## src/rtl/display_pkg.sv

```systemverilog
// Shared constants and types for the raster timing generator.
package display_pkg;

   // VGA 640x480@60 horizontal timing, in pixels
   localparam int VGA_H_D  = 640;
   localparam int VGA_H_FP = 16;
   localparam int VGA_H_SP = 96;
   localparam int VGA_H_BP = 48;

   // VGA 640x480@60 vertical timing, in lines
   localparam int VGA_V_D  = 480;
   localparam int VGA_V_FP = 10;
   localparam int VGA_V_SP = 2;
   localparam int VGA_V_BP = 33;

   localparam int VGA_H_TOTAL = VGA_H_D + VGA_H_FP + VGA_H_SP + VGA_H_BP;
   localparam int VGA_V_TOTAL = VGA_V_D + VGA_V_FP + VGA_V_SP + VGA_V_BP;

   // Active level of a sync output
   localparam bit SYNC_ACTIVE_LOW  = 1'b0;
   localparam bit SYNC_ACTIVE_HIGH = 1'b1;

   // Single-bit timing outputs, registered together
   typedef struct packed {
      logic hsync;
      logic vsync;
      logic de;
      logic video_active;
      logic line_start;
      logic frame_start;
   } disp_flags_t;

   // True when lo <= v < hi; an empty span (hi <= lo) never matches
   function automatic logic in_span(input int v, input int lo, input int hi);
      return (v >= lo) && (v < hi);
   endfunction

endpackage

```

## src/rtl/display_timing_gen_if.sv

```systemverilog
// Video timing bundle from the timing generator to the renderer.
interface display_timing_gen_if #(
   parameter int CW = 10
);
   logic          pix_ce;
   logic          hsync;
   logic          vsync;
   logic          de;
   logic          video_active;
   logic [CW-1:0] pixel_x;
   logic [CW-1:0] pixel_y;
   logic [CW-1:0] win_x;
   logic          line_start;
   logic          frame_start;

   modport master (
      output pix_ce, hsync, vsync, de, video_active,
             pixel_x, pixel_y, win_x, line_start, frame_start
   );

   modport slave (
      input  pix_ce, hsync, vsync, de, video_active,
             pixel_x, pixel_y, win_x, line_start, frame_start
   );
endinterface

```

## src/rtl/display_pixel_ce.sv

```systemverilog
// Pixel clock-enable: one-cycle tick every CLK_DIV system clocks.
module display_pixel_ce #(
   parameter int CLK_DIV = 1
) (
   input  logic clk,
   input  logic reset,
   output logic pix_ce
);

   localparam int             DW       = (CLK_DIV > 1) ? $clog2(CLK_DIV) : 1;
   localparam logic [DW-1:0]  DIV_LAST = DW'(CLK_DIV - 1);

   logic [DW-1:0] div_q;
   logic [DW-1:0] div_d;

   // Next divider value: count 0..CLK_DIV-1 and wrap
   always_comb begin
      div_d = (div_q == DIV_LAST) ? '0 : div_q + 1'b1;
   end

   // Divider register
   // NOTE: state uses non-blocking assignments so every flop samples the
   // pre-edge values; async reset clears it without waiting for a clock.
   always_ff @(posedge clk or posedge reset) begin
      if (reset) begin
         div_q <= '0;
      end else begin
         div_q <= div_d;
      end
   end

   // With CLK_DIV=1 the divider stays at 0 and the tick is permanently high
   assign pix_ce = (div_q == DIV_LAST);

endmodule

```

## src/rtl/display_timing_gen.sv

```systemverilog
// Parametrised raster timing generator: counters, sync/enable decode and
// start strobes, all registered and decoded from the next counter values.
module display_timing_gen
   import display_pkg::*;
#(
   parameter int H_D     = VGA_H_D,
   parameter int H_FP    = VGA_H_FP,
   parameter int H_SP    = VGA_H_SP,
   parameter int H_BP    = VGA_H_BP,
   parameter int V_D     = VGA_V_D,
   parameter int V_FP    = VGA_V_FP,
   parameter int V_SP    = VGA_V_SP,
   parameter int V_BP    = VGA_V_BP,
   parameter bit HS_POL  = SYNC_ACTIVE_LOW,
   parameter bit VS_POL  = SYNC_ACTIVE_LOW,
   parameter int WIN_X0  = 80,
   parameter int WIN_X1  = 560,
   parameter int CLK_DIV = 1,
   parameter int CW      = 10
) (
   input  logic                 clk,
   input  logic                 reset,
   display_timing_gen_if.master vid
);

   localparam int            H_TOTAL = H_D + H_FP + H_SP + H_BP;
   localparam int            V_TOTAL = V_D + V_FP + V_SP + V_BP;
   localparam logic [CW-1:0] X_LAST  = CW'(H_TOTAL - 1);
   localparam logic [CW-1:0] Y_LAST  = CW'(V_TOTAL - 1);

   localparam disp_flags_t FLAGS_RST = '{
      hsync:        ~HS_POL,
      vsync:        ~VS_POL,
      de:           1'b0,
      video_active: 1'b0,
      line_start:   1'b0,
      frame_start:  1'b0
   };

   logic          pix_ce;
   logic [CW-1:0] x_q, x_d;
   logic [CW-1:0] y_q, y_d;
   logic [CW-1:0] win_x_q, win_x_d;
   disp_flags_t   flags_q, flags_d;

   display_pixel_ce #(
      .CLK_DIV (CLK_DIV)
   ) u_pixel_ce (
      .clk    (clk),
      .reset  (reset),
      .pix_ce (pix_ce)
   );

   // Next position: advance one pixel per tick, wrapping x then y together
   // NOTE: defaults first so every path assigns x_d/y_d and no latch is inferred.
   always_comb begin
      x_d = x_q;
      y_d = y_q;
      if (pix_ce) begin
         if (x_q == X_LAST) begin
            x_d = '0;
            y_d = (y_q == Y_LAST) ? '0 : y_q + 1'b1;
         end else begin
            x_d = x_q + 1'b1;
         end
      end
   end

   // Decode every output from the next position so it lines up with pixel_x/y
   always_comb begin
      int   x_i;
      int   y_i;
      logic de_n;
      logic va_n;
      x_i  = int'(x_d);
      y_i  = int'(y_d);
      de_n = (x_i < H_D) && (y_i < V_D);
      va_n = de_n && in_span(x_i, WIN_X0, WIN_X1);

      flags_d.hsync        = in_span(x_i, H_D + H_FP, H_D + H_FP + H_SP) ? HS_POL : ~HS_POL;
      flags_d.vsync        = in_span(y_i, V_D + V_FP, V_D + V_FP + V_SP) ? VS_POL : ~VS_POL;
      flags_d.de           = de_n;
      flags_d.video_active = va_n;
      // Strobes fire only on the tick that lands on column 0, else they clear
      flags_d.line_start   = pix_ce && (x_d == '0);
      flags_d.frame_start  = pix_ce && (x_d == '0) && (y_d == '0);
      win_x_d              = va_n ? CW'(x_i - WIN_X0) : '0;
   end

   // Position and decoded-output registers; reset parks on the last pixel so
   // the first tick presents (0,0) with both strobes
   always_ff @(posedge clk or posedge reset) begin
      if (reset) begin
         x_q     <= X_LAST;
         y_q     <= Y_LAST;
         win_x_q <= '0;
         flags_q <= FLAGS_RST;
      end else begin
         x_q     <= x_d;
         y_q     <= y_d;
         win_x_q <= win_x_d;
         flags_q <= flags_d;
      end
   end

   assign vid.pix_ce       = pix_ce;
   assign vid.hsync        = flags_q.hsync;
   assign vid.vsync        = flags_q.vsync;
   assign vid.de           = flags_q.de;
   assign vid.video_active = flags_q.video_active;
   assign vid.pixel_x      = x_q;
   assign vid.pixel_y      = y_q;
   assign vid.win_x        = win_x_q;
   assign vid.line_start   = flags_q.line_start;
   assign vid.frame_start  = flags_q.frame_start;

endmodule
```

## src/flat_wrapper.sv

```systemverilog
// flat-port wrapper written by rule: the top's interface ports become plain ports
module display_timing_gen_flat import display_pkg::*;
#(
   parameter int H_D     = VGA_H_D,
   parameter int H_FP    = VGA_H_FP,
   parameter int H_SP    = VGA_H_SP,
   parameter int H_BP    = VGA_H_BP,
   parameter int V_D     = VGA_V_D,
   parameter int V_FP    = VGA_V_FP,
   parameter int V_SP    = VGA_V_SP,
   parameter int V_BP    = VGA_V_BP,
   parameter bit HS_POL  = SYNC_ACTIVE_LOW,
   parameter bit VS_POL  = SYNC_ACTIVE_LOW,
   parameter int WIN_X0  = 80,
   parameter int WIN_X1  = 560,
   parameter int CLK_DIV = 1,
   parameter int CW      = 10
)
  (clk, reset, vid_pix_ce, vid_hsync, vid_vsync, vid_de, vid_video_active, vid_pixel_x, vid_pixel_y, vid_win_x, vid_line_start, vid_frame_start);
  display_timing_gen_if #(.CW(CW)) vid_i ();
  input  logic clk;
  input  logic reset;
  output wire logic [$bits(vid_i.pix_ce)-1:0] vid_pix_ce;
  output wire logic [$bits(vid_i.hsync)-1:0] vid_hsync;
  output wire logic [$bits(vid_i.vsync)-1:0] vid_vsync;
  output wire logic [$bits(vid_i.de)-1:0] vid_de;
  output wire logic [$bits(vid_i.video_active)-1:0] vid_video_active;
  output wire logic [$bits(vid_i.pixel_x)-1:0] vid_pixel_x;
  output wire logic [$bits(vid_i.pixel_y)-1:0] vid_pixel_y;
  output wire logic [$bits(vid_i.win_x)-1:0] vid_win_x;
  output wire logic [$bits(vid_i.line_start)-1:0] vid_line_start;
  output wire logic [$bits(vid_i.frame_start)-1:0] vid_frame_start;
  assign vid_pix_ce = vid_i.pix_ce;
  assign vid_hsync = vid_i.hsync;
  assign vid_vsync = vid_i.vsync;
  assign vid_de = vid_i.de;
  assign vid_video_active = vid_i.video_active;
  assign vid_pixel_x = vid_i.pixel_x;
  assign vid_pixel_y = vid_i.pixel_y;
  assign vid_win_x = vid_i.win_x;
  assign vid_line_start = vid_i.line_start;
  assign vid_frame_start = vid_i.frame_start;
  display_timing_gen #(.H_D(H_D), .H_FP(H_FP), .H_SP(H_SP), .H_BP(H_BP), .V_D(V_D), .V_FP(V_FP), .V_SP(V_SP), .V_BP(V_BP), .HS_POL(HS_POL), .VS_POL(VS_POL), .WIN_X0(WIN_X0), .WIN_X1(WIN_X1), .CLK_DIV(CLK_DIV), .CW(CW)) u_core (.clk(clk), .reset(reset), .vid(vid_i));
endmodule
```

## config.mk

```make
export PLATFORM = sky130hd
export DESIGN_NAME = display_timing_gen_flat
export DESIGN_NICKNAME = d
export VERILOG_FILES = /design/src/rtl/display_pkg.sv /design/src/rtl/display_timing_gen_if.sv /design/src/rtl/display_pixel_ce.sv /design/src/rtl/display_timing_gen.sv /design/src/flat_wrapper.sv
export SDC_FILE = /design/constraint.sdc
export NUM_CORES = 1
export LEC_CHECK = 0
export ABC_CLOCK_PERIOD_IN_PS = 6000
export BUFFER_PORTS_ARGS = -buffer_cell sky130_fd_sc_hd__buf_2
export CAP_MARGIN = 40
export CORE_UTILIZATION = 50
export CTS_CLUSTER_SIZE = 8
export DETAILED_ROUTE_END_ITERATION = 7
export MAX_ROUTING_LAYER = met4
export PLACE_DENSITY = 0.81
export SETUP_SLACK_MARGIN = 0.3
export SYNTH_ARGS = -nofsm -noshare
export SYNTH_HDL_FRONTEND = slang
export SYNTH_SLANG_ARGS = --single-unit
export TNS_END_PERCENT = 10
```

## constraint.sdc

```tcl
create_clock -name clk -period 6 [get_ports clk]
set_input_delay 0.9 -clock clk [delete_from_list [all_inputs] [get_ports clk]]
set_output_delay 0.9 -clock clk [all_outputs]
set_load 0.02 [all_outputs]
```

Yosys cells after proc, flatten, opt, wreduce, memory -nomap -nowiden
Index checks and enable logic that the tools add are counted.

storage, ports and cells
  register bits = 37
  input bits = 2

operators by class
  reductions and logical operators = 9
  magnitude comparators = 8
  eq/ne operators = 2
  add/subtract/negate cells = 4
  bitwise gates (word level) = 1
  muxes and demuxes = 9

operators with widths
  kind                     number
  $mux W10                 6
  $lt A10 B10 Y1 const B   3
  $add A10 B1 Y10 const B  2
  $eq A10 B10 Y1 const B   2
  $logic_not A10 Y1        2
  $lt A10 B9 Y1 const B    2
  $ge A10 B10 Y1 const B   1
  $ge A10 B7 Y1 const B    1
  $ge A10 B9 Y1 const B    1
  $sub A10 B7 Y10 const B  1
  $logic_and A1 B1 Y1      7
  $mux W1                  3
  $add A1 B1 Y1 const B    1
  $not A1 Y1               1

Depth between registers and ports, before layout
Gate-level depths: netlist of the first run.

  word-level depth = 8
  gate-level depth with buffers = 13
  gate-level depth less buffers = 10

Hierarchy
A second synthesis of the first run with hierarchy kept.

second synthesis, totals
  cells, all modules = 219
  area total of the unflattened synthesis = 2127.0 sq um

modules (own cells, without submodules)
  module              cells each  times used  sequential area each (sq um)  area an instance (sq um)
  display_timing_gen  217         1           915.9                         2115.8
  display_pixel_ce    2           1           0.0                           11.3

Least setup slack after synthesis of the first run
OpenSTA, ideal clock, no wires.

  path kind = reg2reg
  start point = register u_core.x_q[0] (netlist: u_core.vid.pixel_x[0])
  end point = register u_core.win_x_q[6] (netlist: u_core.vid.win_x[6])
  data arrival time = 2822 ps
  path slack = 3098 ps
  period minus slack after synthesis = 2902 ps
  cell stages (with the launch flop) = 14
  setup time = 80 ps
  path through = dfstp_2 -> ha_1 -> nand4_1 -> buf_2 -> or3_1 -> buf_6 -> nand2_1 -> ha_1 -> and4_1 -> a221oi_1 -> o21a_1 -> o21a_1 -> buf_6 -> nor3_2

on the way
  word-level cells in the longest chain between the ends = 7

RTL lines
  what                                               line                                                RTL
  start, declared                                    display_timing_gen.sv:41                            logic [CW-1:0] x_q, x_d;
  start signal, assigned                             display_timing_gen.sv:94                            x_q <= X_LAST;
  start signal, assigned                             display_timing_gen.sv:99                            x_q <= x_d;
  $add A10 B1 Y10 or $eq A10 B10 Y1 (tied branches)  display_timing_gen.sv:64, display_timing_gen.sv:60
  $mux W10                                           display_timing_gen.sv:60                            if (x_q == X_LAST) begin
  $mux W10                                           display_timing_gen.sv:59                            if (pix_ce) begin
  $lt A10 B10 Y1, or another cell as far along       display_timing_gen.sv:77                            de_n = (x_i < H_D) && (y_i < V_D);
  $logic_and A1 B1 Y1 (on tied branches)             display_timing_gen.sv:77, display_pkg.sv:35
  $logic_and A1 B1 Y1                                display_timing_gen.sv:78                            va_n = de_n && in_span(x_i, WIN_X0, WIN_X1);
  $mux W10 *                                         display_timing_gen.sv:87                            win_x_d = va_n ? CW'(x_i - WIN_X0) : '0;
  net u_core.win_x_d[6]                              display_timing_gen.sv:43                            logic [CW-1:0] win_x_q, win_x_d;
  end signal, assigned                               display_timing_gen.sv:101                           win_x_q <= win_x_d;
  end, declared                                      display_timing_gen.sv:43

The timed path passes the listed nets; every way through them passes the cells marked *.

Worst setup path in the final report of the first run
  start point = register u_core.x_q[0] (netlist: u_core.vid.pixel_x[0])
  end point = register u_core.win_x_q[9] (netlist: u_core.vid.win_x[9])

Same word-level chain as after synthesis.

==> results of run 1 <==
critical path: cells and delay by family (launching register included):
family / cells / cell delay (ns)
simple gates: 4 / 1.45
fa+ha+maj: 2 / 0.47
flops: 1 / 0.62
compound gates: 3 / 0.96
buf+inv: 1 / 0.06
path summary, 6_finish.rpt:
check | startpoint | end | slack, ns | cells after the start
max | u_core.vid.pixel_x[0] | u_core.vid.win_x[9] | 2.32 | 10
min | u_core.vid.pixel_y[2] | u_core.vid.pixel_y[2] | 0.55 | 2
max reg2reg | u_core.vid.pixel_x[0] | u_core.vid.win_x[9] | 2.32 | 10
min reg2reg | u_core.vid.pixel_y[2] | u_core.vid.pixel_y[2] | 0.55 | 2
max in group asynchronous | reset | u_core.vid.pixel_y[9] | 4.96 | 3
min in group asynchronous | reset | u_core.vid.video_active | 0.69 | 3
per-stage QoR:
step	setup slack (ns)	hold slack (ns)	instance area, µm²	total power [mW]
3_3_place_gp	2.49	0.527	2320	0.253
2_1_floorplan	3.10	0.561	2160	0.252
4_1_cts	2.36	0.548	2410	0.424
5_1_grt	2.07	0.575	2410	0.434
6_report	2.32	0.552	2410	0.419
3_5_place_dp	2.37	0.538	2320	0.253
power by group:
group          internal [mW]  switching [mW]
registers              0.243               0
logic               0.000707         0.00515
clock network         0.0808          0.0891
total                  0.324          0.0942
kinds of logic (layout without fill, tap and decap cells):
| group | Yosys count | after routing | share of synthesized area (%) |
|---|---|---|---|
| AO/OA/AOI/OAI | 32 | 32 | 10.7 |
| XOR/XNOR | 18 | 18 | 7.30 |
| adder cells (fa/ha/maj) | 7 | 7 | 4.06 |
| buffers and inverters | 27 | 60 | 6.84 |
| flip-flops | 36 | 36 | 42.4 |
| multiplexers | 3 | 3 | 1.51 |
| other | 1 | 1 | 0.174 |
| AND/OR/NAND/NOR | 79 | 79 | 27.0 |
registers in the layout (all words and copies together) (netlist names):
register,cells
u_core.vid.de,1
u_core.vid.frame_start,1
u_core.vid.hsync,1
u_core.vid.line_start,1
u_core.vid.pixel_x,10
u_core.vid.pixel_y,10
u_core.vid.video_active,1
u_core.vid.vsync,1
u_core.vid.win_x,10
layer usage:
| metal | part of all wire, % | vias to the layer above |
|---|---|---|
| met4 | 2.3 | 0 |
| met5 | 0 | - |
| met2 | 44 | 45 |
| met3 | 4.7 | 9 |
| li1 | - | 783 |
| met1 | 49 | 733 |
synth_stat cells, drive strengths merged (2+ instances only):
library cell | count | area (µm²)
dfrtp | 24 | 601
inv | 14 | 52.6
dfstp | 12 | 315
nand2 | 12 | 47.6
xnor2 | 12 | 105
nand3 | 10 | 50.1
nor2 | 9 | 33.8
nor3 | 9 | 86.3
buf | 8 | 76.3
o21ai | 8 | 40.0
ha | 7 | 87.6
nor4 | 7 | 101
xor2 | 6 | 52.6
a21oi | 5 | 25.0
clkbuf | 5 | 18.8
and2 | 4 | 25.0
nand4 | 4 | 25.0
nand4b | 4 | 35.0
o21a | 4 | 30.0
or3 | 4 | 25.0
and3 | 3 | 18.8
and4 | 3 | 26.3
a21o | 2 | 15.0
mux2 | 2 | 22.5
o22a | 2 | 17.5
o22ai | 2 | 12.5
o31ai | 2 | 15.0
cell type report:
class                      count  area [µm²]
fill                         335        1680
clock buffer                   5        68.8
sequential                    36         916
tap                           50        62.6
clock inverter                 3        18.8
inverter                      14        52.6
timing repair buffer          38         193
multi-input combinational    140        1090
==> results.md, run 1 <==
* Most common cell after layout, fill and taps aside: buf_2
* Status: completed
* Power Density at 174 nW/µm²
* Wirelength per Cell at between 15 and 20 µm
* Fin cells at approximately 290
* Total CTS buffers at 5
* Least-Margin Pin Slew at 0.742 ns
* Starting Density at a little over half
* GR Layer Usage met2 at 30.6%
* Fmax at 272 MHz
* # DRC at 0
* Post-Synthesis Cells at approximately 200
* Vert. Die Dim at 67.7 µm
* Die area at 4580 µm²
* Initial antenna violation count at 0
* Worst EP required at 6.16 ns
* CP arrival at 3.84 ns
* Synth cell types at 54
* Final min period at roughly 3.7 ns
* Layout cells sized above 1 at between 30% and 40%
* P&R area growth vs syn at 11.5%
* Fin crit share at 61.4%
* Worst Hold Class: flop to flop
* First-pass GRT wire length at 6.90 mm
* 1st-pass router iterations at 4
* Worst skew pair latency at 0.30 ns
* Grt ovf at 0
* Final setup fails at 0
* Maximum clock path buffer count at 2
* Async set-or-reset flop fraction in the synthesized netlist at 100%
* Met3 Use GR at 5.74%
* DRT iter0 DRCs at 74
* Setup TNS at 0 ns
* Yosys reg bits at 36
* Area of the mapped netlist at 2160 µm²
* Register area share after synthesis at 42.4%
* DP Cell Count at 278
* Clk_skew at 0.00628 ns
* Ports at 39
* Critical-path cell list: ha_1 > nand4_1 > or3_1 > nand2_1 > ha_1 > inv_1 > a221oi_1 > o21a_1 > o21a_1 > nor3_1
* Rows at 23
* Routed wire length at 4.30 mm
* Worst Setup Start Kind: flop
* Vias in the first global route at 1461
* Worst-path maximum fanout at 11
* Number of synthesis warnings at 0
* Post-synth EDFFs at 0
* Largest net degree at the start of global routing at 37
* Most frequent cells in the layout: buf_2, dfrtp_1, inv_1
* Endpoints failing hold at 0
* Clock Tree Root: clkbuf_8
* ANT cells at 0
* Sink Count at 36
* GP Congestion at between 0.8 and 0.9
* NumNets Final at about 240
* Total setup buffers inserted after CTS at 0
* P_leak at 1.14 nW
* Antenna Nets Post-Route at 0
* # resized after CTS at 0
* Max-cap viol count at 0
* Critical path's slowest cell: or3_1
* Reg clk slew, reported paths at roughly 0.070 ns
* Worst rel slew slack at around half
* Core Util, Final at 58.9%
* Synth Area per Inst at approximately 11 µm²
* Synth Flop Type: dfrtp_1
* M1 GR Usage at 28.5%
* CP peak stage delay at approximately 0.7 ns
* VDD IR max at 0.0704 mV
* Setup crit end kind: flop
* Vias per Instance at 5.49
* Overall fraction of global-route tracks in use at 21.7%
* Gr busiest metal: met2
* Setup Crit Path Kind: flop to flop
* CTS tree: yes
* Die X at 67.7 µm
* Unrepaired setup endpoints after global routing: no
* Core Area at 4090 µm²
* Count of input and output buffers at 37
* CTS Hold Bufs at 0
* Max Transition Viols Final at 0
* Syn nets at 212
* H-tree levels at 2
* Via count at 1570
* Post-DP HPWL at 3.04 mm
No activity file was read; power rests on OpenSTA's default activity.
==> run 2, diff against run 1 <==
- ABC_CLOCK_PERIOD_IN_PS: 6000 -> 3400
- clock period: 6 -> 3.4 ns (I/O delays scaled with it)
==> results.md, run 2 (synthesis results as in run 1) <==
* Status: completed
* Max-cap viol count at 0
* Post-route design area at 2470 µm²
* Power Density at 299 nW/µm²
* Largest net degree at the start of global routing at 20
* Vert. Die Dim at ~68 µm
* Power, Total at approximately 0.74 mW
* CTS tree: yes
* CP peak stage delay at between 0.5 and 0.6 ns
* Internal power at 0.578 mW
* Fin crit share at 85.9%
* Critical path's slowest cell: dfstp_2
* Setup crit end kind: flop
* Setup TNS at 0 ns
* Die X at 67.7 µm
* Vias in the first global route at approximately 1.4k
* Max Transition Viols Final at 0
* Least-Margin Pin Slew at 0.615 ns
* Via count at 1613
* # resized after CTS at 0
* GP Congestion at slightly above 0.8
* Antenna Nets Post-Route at 0
* Critical-path cell list: or3b_1 > or3_1 > nand2_1 > ha_1 > inv_1 > a221oi_1 > o21a_1 > o21a_2 > buf_4 > nor3_2
* Setup Crit Path Kind: flop to flop
* Clk_skew at 0.0102 ns
* Worst-path maximum fanout at 8
* Total setup buffers inserted after CTS at 0
* Wirelength per Cell at 14.4 µm
* Worst rel slew slack at 58.7%
* ANT cells at 0
* Final setup fails at 0
* Fmax at about 340 MHz
* Placed inst area at 2390 µm²
* Count of input and output buffers at 37
* Overall fraction of global-route tracks in use at about a fifth
* H-tree levels at 2
* Clock power frac at 39.9%
* DP Cell Count at approximately 290
* Comb power frac at 2.1%
* Worst skew pair latency at 0.29 ns
* Die area at 4580 µm²
* Core Area at 4090 µm²
* Starting Density at between 50 and 60%
* Sequential share of power at 58.1%
* P&R area growth vs syn at 14.6%
* Reg clk slew, reported paths at around 0.080 ns
* Clock Tree Root: clkbuf_8
* Vias per Instance at approximately 5.5
* Most frequent cells in the layout: buf_2, dfrtp_1, inv_1
* Layout cells sized above 1 at roughly 35%
* VDD IR max at ~0.14 mV
* DRT iter0 DRCs at 139
* Worst Hold Class: primary input to asynchronous set/reset pin
* Maximum clock path buffer count at 2
* Endpoints failing hold at 0
* Total CTS buffers at 5
* # DRC at 0
* Crit path buf inv count at 2
* Most common cell after layout, fill and taps aside: buf_2
* Sw frac at around 22%
* Post-DP HPWL at 3.20 mm
* 1st-pass router iterations at 4
* Switching power at 0.161 mW
* Unrepaired setup endpoints after global routing: no
* Worst Setup Start Kind: flop
* Final min period at 2.92 ns
* CTS Hold Bufs at 0
* Routed wire length at roughly 4.2 mm
* Fin cells at around 290
* NumNets Final at 251
* Worst EP required at 3.55 ns
* CP delay by family, top: simple AND/OR/NAND/NOR gates
* Initial antenna violation count at 0
* CP arrival at 3.07 ns
* Sink Count at 36
* P_leak at 1.18 nW
* Grt ovf at 0
* Rows at 23
* First-pass GRT wire length at 6.89 mm
* Ports at 39
-- run 2: cell types whose count changed in the layout (fill, tap and decap cells not counted), sizes merged --
| cell | before | now |
|---|---|---|
| buf | 38 | 45 |
| clkbuf | 5 | 7 |
| clkinv | 3 | 1 |
-- run 2: layer usage --
metal / routed length (µm) / up-vias / GRT usage, % / part of all wire [%]
met5: 0 / - / - / 0
met3: 192 / 8 / 4.05 / 4.5
met4: 68 / 0 / 8.78 / 1.6
li1: - / 802 / - / -
met2: 1860 / 42 / 29.3 / 44
met1: 2100 / 761 / 30.0 / 50
-- run 2: metrics by stage --
| stage | worst slack, ns | hold WS [ns] | utilization (%) |
|---|---|---|---|
| final | 0.479 | 0.257 | 60.5 |
| after global routing | 0.331 | 0.298 | 60.5 |
| after CTS | 0.384 | 0.270 | 60.5 |
| after detailed placement | 0.396 | 0.546 | 58.5 |
| after global placement | 0.501 | 0.532 | 57.8 |
| after floorplan | 0.498 | 0.561 | - |
-- run 2: final cells by class --
cell class	count	area, µm²
multi-input combinational	140	1100
tap	50	62.6
clock buffer	7	76.3
timing repair buffer	45	265
fill	342	1610
sequential	36	916
clock inverter	1	5.00
inverter	14	52.6
-- run 2: worst reg2reg max path: cells and delay by family (launching register included) --
family	cells	cell delay, ns
AND/OR/NAND/NOR	4	1.09
AO/OA/AOI/OAI	3	0.67
flip-flops	1	0.55
buffers and inverters	2	0.27
adder cells (fa/ha/maj)	1	0.21
-- run 2: path summary, 6_finish.rpt --
kind / from / endpoint / slack [ns] / cells past startpoint
worst max-delay path: u_core.vid.pixel_x[9] / u_core.vid.win_x[2] / 0.48 / 10
worst min-delay path: reset / u_core.vid.pixel_y[6] / 0.26 / 2
worst max register to register: u_core.vid.pixel_x[9] / u_core.vid.win_x[2] / 0.48 / 10
worst min register to register: u_core.vid.pixel_y[2] / u_core.vid.pixel_y[2] / 0.55 / 2
max in group asynchronous: reset / u_core.vid.vsync / 2.44 / 4
min in group clk: u_core.vid.pixel_y[2] / u_core.vid.pixel_y[2] / 0.55 / 2
-- run 2: power by group through the flow --
stage / registers, mW / clock network, mW / logic (mW)
2_1_floorplan: 0.436 / 0 / 0.00802
3_3_place_gp: 0.436 / 0 / 0.0116
3_5_place_dp: 0.436 / 0 / 0.0160
4_1_cts: 0.429 / 0.301 / 0.0159
5_1_grt: 0.429 / 0.318 / 0.0175
6_report: 0.429 / 0.294 / 0.0152
